File: src/rtl/mul_seq_arbiter_if.sv
// rtl/mul_seq_arbiter_if.sv - requester/result bundle for the shared constant-multiple arbiter
interface mul_seq_arbiter_if #(
    parameter int NREQ = 4,
    parameter int DW   = 8,
    parameter int OW   = DW + 3
);
    localparam int IW = (NREQ > 1) ? $clog2(NREQ) : 1;

    logic [NREQ-1:0]    req;
    logic [NREQ*DW-1:0] data;
    logic [NREQ-1:0]    grant;
    logic               out_valid;
    logic               out_ready;
    logic [OW-1:0]      out_data;
    logic [1:0]         out_sel;
    logic [IW-1:0]      out_id;
    logic               out_last;
    logic               busy;

    // Requesters and the result consumer
    modport master (
        output req, data, out_ready,
        input  grant, out_valid, out_data, out_sel, out_id, out_last, busy
    );

    // The arbiter itself
    modport slave (
        input  req, data, out_ready,
        output grant, out_valid, out_data, out_sel, out_id, out_last, busy
    );
endinterface

File: src/rtl/mul_seq_arbiter.sv
// rtl/mul_seq_arbiter.sv - round-robin arbiter feeding a x1/x3/x7/x8 shift-add burst sequencer
module mul_seq_arbiter #(
    parameter int NREQ = 4,
    parameter int DW   = 8,
    parameter int OW   = DW + 3
) (
    input  logic             clk,
    input  logic             rst,
    mul_seq_arbiter_if.slave bus
);
    localparam int IW = (NREQ > 1) ? $clog2(NREQ) : 1;

    typedef enum logic {IDLE, RUN} state_t;

    state_t          state, state_nxt;
    logic [1:0]      step, step_nxt;
    logic [IW-1:0]   last, last_nxt;
    logic [DW-1:0]   d_reg, d_nxt;
    logic [NREQ-1:0] grant_q, grant_nxt;
    logic            valid_q, valid_nxt;
    logic [OW-1:0]   data_q, data_nxt;
    logic [1:0]      sel_q, sel_nxt;
    logic [IW-1:0]   id_q, id_nxt;
    logic            last_beat_q, last_beat_nxt;

    logic [IW-1:0]   winner;
    logic [IW-1:0]   idx;
    logic            found;

    // Shift-add products; the operand is widened first so x8 never truncates
    function automatic logic [OW-1:0] product(input logic [DW-1:0] d, input logic [1:0] sel);
        logic [OW-1:0] x;
        x = OW'(d);
        case (sel)
            2'd0:    product = x;
            2'd1:    product = x + (x << 1);
            2'd2:    product = x + (x << 1) + (x << 2);
            default: product = x << 3;
        endcase
    endfunction

    // Round-robin search starting one past the last winner; IW-bit index wraps naturally
    always_comb begin
        winner = last;
        found  = 1'b0;
        idx    = '0;
        for (int k = 1; k <= NREQ; k++) begin
            idx = last + IW'(k);
            if (!found && bus.req[idx]) begin
                winner = idx;
                found  = 1'b1;
            end
        end
    end

    // Next-state and next-output decode; everything holds unless a grant or an accepted beat moves it
    always_comb begin
        state_nxt     = state;
        step_nxt      = step;
        last_nxt      = last;
        d_nxt         = d_reg;
        grant_nxt     = '0;
        valid_nxt     = valid_q;
        data_nxt      = data_q;
        sel_nxt       = sel_q;
        id_nxt        = id_q;
        last_beat_nxt = last_beat_q;
        case (state)
            IDLE: begin
                if (found) begin
                    d_nxt         = bus.data[winner*DW +: DW];
                    grant_nxt     = NREQ'(1) << winner;
                    last_nxt      = winner;
                    id_nxt        = winner;
                    step_nxt      = 2'd0;
                    sel_nxt       = 2'd0;
                    data_nxt      = product(d_nxt, 2'd0);
                    valid_nxt     = 1'b1;
                    last_beat_nxt = 1'b0;
                    state_nxt     = RUN;
                end
            end
            RUN: begin
                if (valid_q && bus.out_ready) begin
                    if (step != 2'd3) begin
                        step_nxt      = step + 2'd1;
                        sel_nxt       = step + 2'd1;
                        data_nxt      = product(d_reg, step + 2'd1);
                        last_beat_nxt = (step == 2'd2);
                    end else begin
                        step_nxt      = 2'd0;
                        valid_nxt     = 1'b0;
                        last_beat_nxt = 1'b0;
                        state_nxt     = IDLE;
                    end
                end
            end
            default: state_nxt = IDLE;
        endcase
    end

    // State and registered outputs; reset points the arbiter so req[0] wins first
    always_ff @(posedge clk or negedge rst) begin
        if (!rst) begin
            state       <= IDLE;
            step        <= 2'd0;
            last        <= IW'(NREQ - 1);
            d_reg       <= '0;
            grant_q     <= '0;
            valid_q     <= 1'b0;
            data_q      <= '0;
            sel_q       <= 2'd0;
            id_q        <= '0;
            last_beat_q <= 1'b0;
        end else begin
            state       <= state_nxt;
            step        <= step_nxt;
            last        <= last_nxt;
            d_reg       <= d_nxt;
            grant_q     <= grant_nxt;
            valid_q     <= valid_nxt;
            data_q      <= data_nxt;
            sel_q       <= sel_nxt;
            id_q        <= id_nxt;
            last_beat_q <= last_beat_nxt;
        end
    end

    assign bus.grant     = grant_q;
    assign bus.out_valid = valid_q;
    assign bus.out_data  = data_q;
    assign bus.out_sel   = sel_q;
    assign bus.out_id    = id_q;
    assign bus.out_last  = last_beat_q;
    assign bus.busy      = (state == RUN);
endmodule

File: src/flat_wrapper.sv
// flat-port wrapper written by rule: the top's interface ports become plain ports
module mul_seq_arbiter_flat 
#(
    parameter int NREQ = 4,
    parameter int DW   = 8,
    parameter int OW   = DW + 3
)
  (clk, rst, bus_req, bus_data, bus_out_ready, bus_grant, bus_out_valid, bus_out_data, bus_out_sel, bus_out_id, bus_out_last, bus_busy);
  mul_seq_arbiter_if #(.NREQ(NREQ), .DW(DW), .OW(OW)) bus_i ();
  input  logic clk;
  input  logic rst;
  input wire logic [$bits(bus_i.req)-1:0] bus_req;
  input wire logic [$bits(bus_i.data)-1:0] bus_data;
  input wire logic [$bits(bus_i.out_ready)-1:0] bus_out_ready;
  output wire logic [$bits(bus_i.grant)-1:0] bus_grant;
  output wire logic [$bits(bus_i.out_valid)-1:0] bus_out_valid;
  output wire logic [$bits(bus_i.out_data)-1:0] bus_out_data;
  output wire logic [$bits(bus_i.out_sel)-1:0] bus_out_sel;
  output wire logic [$bits(bus_i.out_id)-1:0] bus_out_id;
  output wire logic [$bits(bus_i.out_last)-1:0] bus_out_last;
  output wire logic [$bits(bus_i.busy)-1:0] bus_busy;
  assign bus_i.req = bus_req;
  assign bus_i.data = bus_data;
  assign bus_i.out_ready = bus_out_ready;
  assign bus_grant = bus_i.grant;
  assign bus_out_valid = bus_i.out_valid;
  assign bus_out_data = bus_i.out_data;
  assign bus_out_sel = bus_i.out_sel;
  assign bus_out_id = bus_i.out_id;
  assign bus_out_last = bus_i.out_last;
  assign bus_busy = bus_i.busy;
  mul_seq_arbiter #(.NREQ(NREQ), .DW(DW), .OW(OW)) u_core (.clk(clk), .rst(rst), .bus(bus_i));
endmodule
File: config.mk
export PLATFORM = sky130hd
export DESIGN_NAME = mul_seq_arbiter_flat
export DESIGN_NICKNAME = d
export VERILOG_FILES = /design/src/rtl/mul_seq_arbiter_if.sv /design/src/rtl/mul_seq_arbiter.sv /design/src/flat_wrapper.sv
export SDC_FILE = /design/constraint.sdc
export NUM_CORES = 1
export LEC_CHECK = 0
export CORE_ASPECT_RATIO = 1.4
export CORE_UTILIZATION = 40
export CTS_CLUSTER_SIZE = 8
export DETAILED_ROUTE_END_ITERATION = 8
export PLACE_DENSITY = 0.78
export SKIP_CTS_REPAIR_TIMING = 1
export SLEW_MARGIN = 20
export SYNTH_ARGS = -nofsm -noshare
export SYNTH_HDL_FRONTEND = slang
export SYNTH_SLANG_ARGS = --single-unit
File: constraint.sdc
create_clock -name clk -period 3.2 [get_ports clk]
set_clock_uncertainty 0.1 [all_clocks]
set_input_delay 0.48 -clock clk [delete_from_list [all_inputs] [get_ports clk]]
set_output_delay 0.48 -clock clk [all_outputs]
set_load 0.005 [all_outputs]
==> tab_implementation.tex, run 1 <==
\begin{tabular}{lr}
\hline
Metric & Value \\
\hline
\multicolumn{2}{l}{\textbf{Die}} \\
\quad Die boundary height & 98.33 um \\
\quad Number of core rows & 34 \\
\quad Die outline area & 6962 sq um \\
\quad Width of the die & 70.81 um \\
\quad Effective utilization at floorplan & 42.11\% \\
\quad Floorplan core area & 6296 sq um \\
\quad I/O pins & 61 \\
\multicolumn{2}{l}{\textbf{Routing}} \\
\quad First drt pass iteration count & 4 \\
\quad Initial DRC Count & 92 \\
\quad DR vias/cell & 5.758 \\
\quad DRT Wirelength & 7257 um \\
\quad ANT nets after route & 0 \\
\quad Routed WL per cell & 16.09 um \\
\quad DRC Markers & 0 \\
\quad Count of vias placed by the detailed router & 2,597 \\
\multicolumn{2}{l}{\textbf{Run}} \\
\quad MaxCap Viol Count & 0 \\
\multicolumn{2}{l}{\textbf{Yosys}} \\
\quad Yosys warning total & 0 \\
\quad Async set-reset flop share out of synthesis & 100.0\% \\
\quad Number of distinct library cells after synthesis & 57 \\
\quad Flip-flop and latch count after synthesis & 34 \\
\quad Dominant synthesized flop cell & dfrtp\_1 \\
\quad Number of flops mapped to enable cells by yosys & 0 \\
\quad Average cell area after synthesis & 9.080 sq um \\
\quad Area contributors post-synth & dfrtp\_1, ha\_1, nand2\_1, mux2i\_1, a21oi\_1 \\
\quad Most used standard cell by instance count after synthesis & nand2\_1 \\
\quad Fraction of the yosys area taken by sequential cells & 32.18\% \\
\quad Synth cell count leaders & nand2\_1, dfrtp\_1, ha\_1 \\
\quad Area fraction of the dominant cell type after synthesis & 30.20\% \\
\quad Number of nets in the synthesized netlist & 355 \\
\quad Syn Std Cell Area & 2651 sq um \\
\quad Count of mapped cells out of synthesis & 292 \\
\quad Cell taking the most area after synthesis & dfrtp\_1 \\
\multicolumn{2}{l}{\textbf{GRT}} \\
\quad Vias in the first global route & 2,528 \\
\quad All-layer global routing usage & 21.35\% \\
\quad Grt total ovfl & 0 \\
\quad Pin count of the biggest net entering global routing & 35 \\
\quad Global-route wire length before repair & 11,760 um \\
\quad Number of antenna violations at the first check in global routing & 0 \\
\multicolumn{2}{l}{\textbf{Critical path}} \\
\quad Worst path max stage delay & 0.39 ns \\
\quad Data required time of the critical path & 3.28 ns \\
\quad Start-to-end type of the worst setup path & flip-flop to flip-flop \\
\quad Buffers plus inverters on the worst setup path & 1 \\
\quad R2r worst-path depth & 13 \\
\quad Maximum fanout along the worst path & 3 \\
\quad Most common cell type on the critical path & o31a\_1 \\
\quad Worst endpoint data arrival time & 3.44 ns \\
\quad Cell-by-cell listing of the critical path & ha\_2, inv\_2, fa\_2, nor2b\_1, o31a\_1, o31a\_1, xnor2\_2, ha\_1, a21o\_1, or3\_1, a32o\_1, a21oi\_1, a21bo\_2 \\
\quad Element type at the critical path end & flip-flop \\
\quad Cell at the slowest stage of the critical path & dfrtp\_1 \\
\quad Number of cells on the critical path & 13 \\
\quad Cell type group with the largest total delay on the critical path & compound AO/OA/AOI/OAI gates \\
\quad Kind of start point of the critical path & flip-flop \\
\multicolumn{2}{l}{\textbf{STA}} \\
\quad Setup repair after global routing missed its margin & yes \\
\quad Final Cycle Share & 104.9\% \\
\quad Period minus WS final & 3.357 ns \\
\quad Setup Viol. Count Final & 2 \\
\quad Setup ws final & -0.1574 ns \\
\quad Headroom to the max-slew limit & 39.10\% \\
\quad Final Slew Violations & 0 \\
\quad Final hold slack & 0.3850 ns \\
\quad Fmax & 297.9 MHz \\
\quad Worst Max-Slew Pin Slew & 0.9134 ns \\
\quad Number of endpoints with negative hold slack in the final report & 0 \\
\multicolumn{2}{l}{\textbf{Pwr}} \\
\quad Static Leakage & 1.743 nW \\
\quad Register share of total power & 16.9\% \\
\quad Post-route total power & 4.797 mW \\
\quad Power per cell area & 1312 nW/um\^{}2 \\
\quad Switching part of the total power & 43.60\% \\
\quad Peak supply drop & 0.0006042 V \\
\quad Combinational group share of total power & 76.2\% \\
\quad Total net switching power & 2.091 mW \\
\quad Clock network fraction of design power & 7.0\% \\
\quad Cell internal power dissipation & 2.705 mW \\
\multicolumn{2}{l}{\textbf{Clocking}} \\
\quad TritonCTS clock tree & yes \\
\quad Clock tree root driver cell & clkbuf\_8 \\
\quad Maximum count of clock buffers along a single path & 2 \\
\quad Clock input transition at the sequential cells of the worst setup and hold paths & 0.07 ns \\
\quad Num CTS Buffers & 5 \\
\quad Clk\_lat worst skew & 0.29 ns \\
\quad CTS H-tree lvls & 2 \\
\quad Num Clock Sinks & 34 \\
\multicolumn{2}{l}{\textbf{Worst hold path}} \\
\quad Cell depth of the worst hold path & 2 \\
\quad Tightest Hold Check Type & flip-flop to flip-flop \\
\multicolumn{2}{l}{\textbf{Placed design}} \\
\quad Placer congestion estimate & 0.8957 \\
\quad \# port buffers & 60 \\
\quad DP HPWL & 5551 um \\
\multicolumn{2}{l}{\textbf{Cells and area}} \\
\quad Largest register FFs & 11 \\
\quad Share of final-layout standard cells stronger than drive strength 1 & 17.15\% \\
\quad Relative area change from synthesis to final layout & 37.94\% \\
\quad Net total in the final layout & 441 \\
\quad Antenna Cells & 0 \\
\multicolumn{2}{l}{\textbf{Run status}} \\
\quad Status & complete, but fails checks \\
\quad Failing checks & negative setup slack \\
\hline
\end{tabular}
[worst register-to-register path: stages (launching register included)]
cell and delay, ns:
dfrtp_1 0.39, ha_2 0.20, inv_2 0.06, fa_2 0.19, nor2b_1 0.05, o31a_1 0.31
o31a_1 0.35, xnor2_2 0.16, ha_1 0.34, a21o_1 0.19, or3_1 0.34, a32o_1 0.22
a21oi_1 0.11, a21bo_2 0.23
[final cells by class]
type / count / area (sq um)
multi-input combinational: 225 / 1707
fill: 553 / 2639
tap: 72 / 90.09
inverter: 20 / 75.07
clock buffer: 7 / 86.33
timing repair buffer: 92 / 840.8
clock inverter: 1 / 5.005
sequential: 34 / 853.3
[layer usage]
metal  part of all wire [%]  GRT usage (%)  vias up
met5                      0              0        -
met4                    3.5          11.23        0
met3                    4.0          2.683       20
met2                     53          39.42       89
met1                     39          23.39     1243
li1                       -              -     1245
[logic make-up (layout without fill, tap and decap cells)]
kind of cell,count (synthesis),after routing,share of synthesized area [%]
multiplexers,18,18,8.825
adder cells (fa/ha/maj),24,24,11.89
XOR/XNOR,8,8,2.643
flip-flops,34,34,32.19
buffers and inverters,33,120,4.908
AO/OA/AOI/OAI,89,89,24.40
AND/OR/NAND/NOR,86,86,15.15
[path summary, 6_finish.rpt]
path,slack (ns),startpoint,endpoint
worst max-delay path,-0.16,u_core.d_reg[1],u_core.bus.out_data[8]
worst min-delay path,0.39,u_core.bus.out_sel[0],u_core.bus.out_sel[0]
worst max register to register,-0.16,u_core.d_reg[1],u_core.bus.out_data[8]
worst min register to register,0.39,u_core.bus.out_sel[0],u_core.bus.out_sel[0]
max in group asynchronous,2.14,rst,u_core.last[1]
min in group asynchronous,0.51,rst,u_core.bus.out_last
[layout by cell type (no fill, tap or decap), types with 6 or more instances in the layout]
cell type / n
clkdlybuf4s50_1: 60
nand2_1: 35
buf_4: 32
dfrtp_1: 32
ha_1: 21
inv_1: 18
nor2_1: 18
a21oi_1: 17
a21o_1: 11
mux2i_1: 11
nand3_1: 10
o21ai_1: 8
o21ai_0: 6
a221o_1: 6
clkbuf_8: 6
[power groups by stage]
| stage | combinational, mW | clock [mW] | sequential (mW) |
|---|---|---|---|
| after floorplan | 2.20 | 0 | 0.777 |
| after global placement | 3.28 | 0 | 0.804 |
| after detailed placement | 3.36 | 0 | 0.814 |
| after CTS | 3.39 | 0.339 | 0.809 |
| after global routing | 3.99 | 0.358 | 0.829 |
| final | 3.65 | 0.334 | 0.809 |
[per-stage QoR]
stage | setup TNS (ns) | setup WS (ns) | instances | util (%) | cell area, sq um
after global routing | -0.6298 | -0.2709 | 451 | 58.09 | 3657
after detailed placement | -0.1617 | -0.1101 | 436 | 55.19 | 3475
after floorplan | 0 | 0.04345 | 292 | - | 2651
final | -0.3081 | -0.1574 | 451 | 58.09 | 3657
after CTS | -0.1944 | -0.1167 | 444 | 56.64 | 3566
after global placement | -0.03405 | -0.02653 | 436 | 55.19 | 3475
No activity file was read; power rests on OpenSTA's default activity.
==> run 2: changes to the inputs <==
- SKIP_CTS_REPAIR_TIMING: 1 -> default
==> tab_implementation.tex, run 2 (synthesized netlist as in run 1, its figures left out) <==
\begin{tabular}{lr}
\hline
Metric & Value \\
\hline
\multicolumn{2}{l}{\textbf{Critical path}} \\
\quad Crit Reg-Reg Endpoint & u\_core.bus.out\_data[8] \\
\quad Element type at the critical path end & flip-flop \\
\quad Start-to-end type of the worst setup path & flip-flop to flip-flop \\
\quad Kind of start point of the critical path & flip-flop \\
\quad Cell-by-cell listing of the critical path & buf\_4, ha\_1, a21o\_1, a31oi\_1, o21ba\_2, xnor2\_2, ha\_1, a21o\_1, a21o\_1, or3\_1, a32o\_1, a21oi\_1, a21bo\_2 \\
\quad Register-to-register setup slack & -0.006 ns (+0.15 ns) \\
\quad Maximum fanout along the worst path & 3 (unchanged) \\
\quad Critical R2R Launch & u\_core.d\_reg[1] \\
\quad Data required time of the critical path & 3.28 ns (about the same) \\
\quad R2r worst-path depth & 13 (unchanged) \\
\quad Cell at the slowest stage of the critical path & dfrtp\_1 \\
\quad Worst path max stage delay & 0.40 ns (about the same) \\
\quad Most common cell type on the critical path & a21o\_1 \\
\quad Worst endpoint data arrival time & 3.28 ns (-0.16 ns) \\
\multicolumn{2}{l}{\textbf{Die}} \\
\quad Die boundary height & 98.33 um (unchanged) \\
\quad Floorplan core area & 6296 sq um (unchanged) \\
\quad Die outline area & 6962 sq um (unchanged) \\
\quad Width of the die & 70.81 um (unchanged) \\
\quad Effective utilization at floorplan & 42.11\% (unchanged) \\
\quad I/O pins & 61 (unchanged) \\
\quad Number of core rows & 34 (unchanged) \\
\multicolumn{2}{l}{\textbf{STA}} \\
\quad Final Cycle Share & 100.2\% (-4.7 points) \\
\quad Setup ws final & -0.005889 ns (+0.1515 ns) \\
\quad Setup Viol. Count Final & 1 (-1) \\
\quad Final Slew Violations & 0 (unchanged) \\
\quad Period minus WS final & 3.206 ns (-0.1515 ns) \\
\quad Fmax & 311.9 MHz (+4.7\%) \\
\quad Worst Max-Slew Pin Slew & 0.9121 ns (-0.001266 ns) \\
\quad Setup repair after global routing missed its margin & yes \\
\quad Headroom to the max-slew limit & 39.18\% (+0.084 points) \\
\quad Number of endpoints with negative hold slack in the final report & 0 (unchanged) \\
\multicolumn{2}{l}{\textbf{Run status}} \\
\quad Status & complete, but fails checks \\
\quad Failing checks & negative setup slack \\
\multicolumn{2}{l}{\textbf{Pwr}} \\
\quad Combinational group share of total power & 76.9\% (+0.7 points) \\
\quad Total net switching power & 2.161 mW (+3.3\%) \\
\quad Peak supply drop & 0.0006132 V (+1.5\%) \\
\quad Clock network fraction of design power & 6.7\% (-0.3 points) \\
\quad Cell internal power dissipation & 2.813 mW (+4.0\%) \\
\quad Power per cell area & 1345 nW/um\^{}2 (+2.5\%) \\
\quad Register share of total power & 16.4\% (-0.5 points) \\
\quad Switching part of the total power & 43.45\% (-0.15 points) \\
\quad Static Leakage & 1.746 nW (+0.20\%) \\
\multicolumn{2}{l}{\textbf{Clocking}} \\
\quad Num Clock Sinks & 34 (unchanged) \\
\quad Clock input transition at the sequential cells of the worst setup and hold paths & 0.07 ns (about the same) \\
\quad Clock tree root driver cell & clkbuf\_8 \\
\quad Num CTS Buffers & 5 (unchanged) \\
\quad CTS Hold Bufs & 0 \\
\quad TritonCTS clock tree & yes \\
\quad Maximum count of clock buffers along a single path & 2 (unchanged) \\
\quad CTS H-tree lvls & 2 (unchanged) \\
\quad Clk\_lat worst skew & 0.29 ns (about the same) \\
\multicolumn{2}{l}{\textbf{Run}} \\
\quad MaxCap Viol Count & 0 (unchanged) \\
\multicolumn{2}{l}{\textbf{Routing}} \\
\quad Routed WL per cell & 16.20 um (+0.66\%) \\
\quad DR vias/cell & 5.780 (+0.38\%) \\
\quad First drt pass iteration count & 4 (unchanged) \\
\quad Count of vias placed by the detailed router & 2,601 (+0.15\%) \\
\quad DRC Markers & 0 (unchanged) \\
\quad DRT Wirelength & 7289 um (+0.44\%) \\
\quad ANT nets after route & 0 (unchanged) \\
\quad Initial DRC Count & 114 (+24\%) \\
\multicolumn{2}{l}{\textbf{Cells and area}} \\
\quad Post-route standard cell area excluding fillers & 3699 sq um (+1.1\%) \\
\quad Most common library cell in the layout ignoring fill and taps & clkdlybuf4s50\_1 \\
\quad Share of final-layout standard cells stronger than drive strength 1 & 18.25\% (+1.1 points) \\
\quad Commonest cells after routing, fill and taps aside & clkdlybuf4s50\_1, nand2\_1, dfrtp\_1, buf\_4 \\
\quad Filler cells & 553 (unchanged) \\
\quad Count of non-filler cells in the finished layout & 450 (-0.22\%) \\
\quad Largest register FFs & 11 (unchanged) \\
\quad Antenna Cells & 0 (unchanged) \\
\quad Relative area change from synthesis to final layout & 39.50\% \\
\quad Net total in the final layout & 440 (-0.23\%) \\
\multicolumn{2}{l}{\textbf{Placed design}} \\
\quad Post-placement cell count & 436 (unchanged) \\
\quad DP HPWL & 5551 um (unchanged) \\
\quad DP Area & 3475 sq um (unchanged) \\
\quad Placer congestion estimate & 0.8957 (unchanged) \\
\quad \# port buffers & 60 (unchanged) \\
\multicolumn{2}{l}{\textbf{Worst hold path}} \\
\quad Tightest Hold Check Type & flip-flop to flip-flop \\
\quad Hold Crit Start & u\_core.bus.out\_sel[0] \\
\quad Endpoint of the worst hold path & u\_core.bus.out\_sel[0] \\
\quad Cell depth of the worst hold path & 2 (unchanged) \\
\multicolumn{2}{l}{\textbf{GRT}} \\
\quad Vias in the first global route & 2,566 (+1.5\%) \\
\quad Global-route wire length before repair & 11,840 um (+0.65\%) \\
\quad Grt total ovfl & 0 (unchanged) \\
\quad All-layer global routing usage & 21.47\% (+0.11 points) \\
\quad Pin count of the biggest net entering global routing & 35 (unchanged) \\
\quad Number of antenna violations at the first check in global routing & 0 (unchanged) \\
\hline
\end{tabular}
[run 2: metrics by stage]
stage | setup TNS, ns | setup WS (ns) | hold slack, ns | total power [mW] | utilization, %
final | -0.005889 | -0.005889 | 0.3850 | 4.974 | 58.74
after global routing | -0.2286 | -0.1153 | 0.4163 | 5.363 | 58.74
after CTS | -0.1806 | -0.1011 | 0.3900 | 4.638 | 57.49
after detailed placement | -0.1617 | -0.1101 | 0.3738 | 4.172 | 55.19
after global placement | -0.03405 | -0.02653 | 0.3529 | 4.089 | 55.19
after floorplan | 0 | 0.04345 | 0.08441 | 2.979 | -
[run 2: worst max-delay path by stage]
| stage | startpoint | end | slack (ns) |
|---|---|---|---|
| after global placement | u_core.d_reg[1] | u_core.bus.out_data[7] | -0.03 |
| after floorplan | u_core.d_reg[0] | u_core.bus.out_data[8] | 0.04 |
| after global routing | u_core.d_reg[1] | u_core.bus.out_data[8] | -0.12 |
| final | u_core.d_reg[1] | u_core.bus.out_data[8] | -0.006 |
| after detailed placement | u_core.d_reg[1] | u_core.bus.out_data[8] | -0.11 |
| after CTS | u_core.d_reg[1] | u_core.bus.out_data[8] | -0.10 |
[run 2: per-layer routing]
metal  vias up  part of all wire [%]  GRT usage (%)
met5         -                     0              0
met4         0                   3.5          12.62
met3        20                   3.8          2.890
met2        79                    54          39.13
met1      1260                    39          23.27
li1       1242                     -              -
[run 2: area by class of cell]
type,instances,area [sq um],area share [%]
clock buffer,7,86.33,2.334
clock inverter,1,5.005,0.1353
inverter,20,75.07,2.030
multi-input combinational,225,1752,47.36
sequential,34,853.3,23.07
tap,72,90.09,2.436
timing repair buffer,91,837.1,22.63
[run 2: timing repair]
action                     CTS  global route
hold endpoints to repair     0             0
gates resized for setup      6            14
setup buffers                4             2
setup endpoints to repair    3             4
pin swaps                    9            15
[run 2: critical path: cells and delay by family (launching register included)]
family / cells / cell delay (ns)
XOR/XNOR: 1 / 0.12
AO/OA/AOI/OAI: 8 / 1.50
flip-flops: 1 / 0.40
AND/OR/NAND/NOR: 1 / 0.30
adder cells (fa/ha/maj): 2 / 0.53
buffers and inverters: 1 / 0.14
[run 2: power groups by stage]
| stage | Sequential (mW) | Combinational (mW) | Clock, mW |
|---|---|---|---|
| 6_report | 0.816 | 3.82 | 0.335 |
| 5_1_grt | 0.838 | 4.17 | 0.358 |
| 4_1_cts | 0.806 | 3.49 | 0.339 |
| 3_5_place_dp | 0.814 | 3.36 | 0 |
| 3_3_place_gp | 0.804 | 3.28 | 0 |
| 2_1_floorplan | 0.777 | 2.20 | 0 |
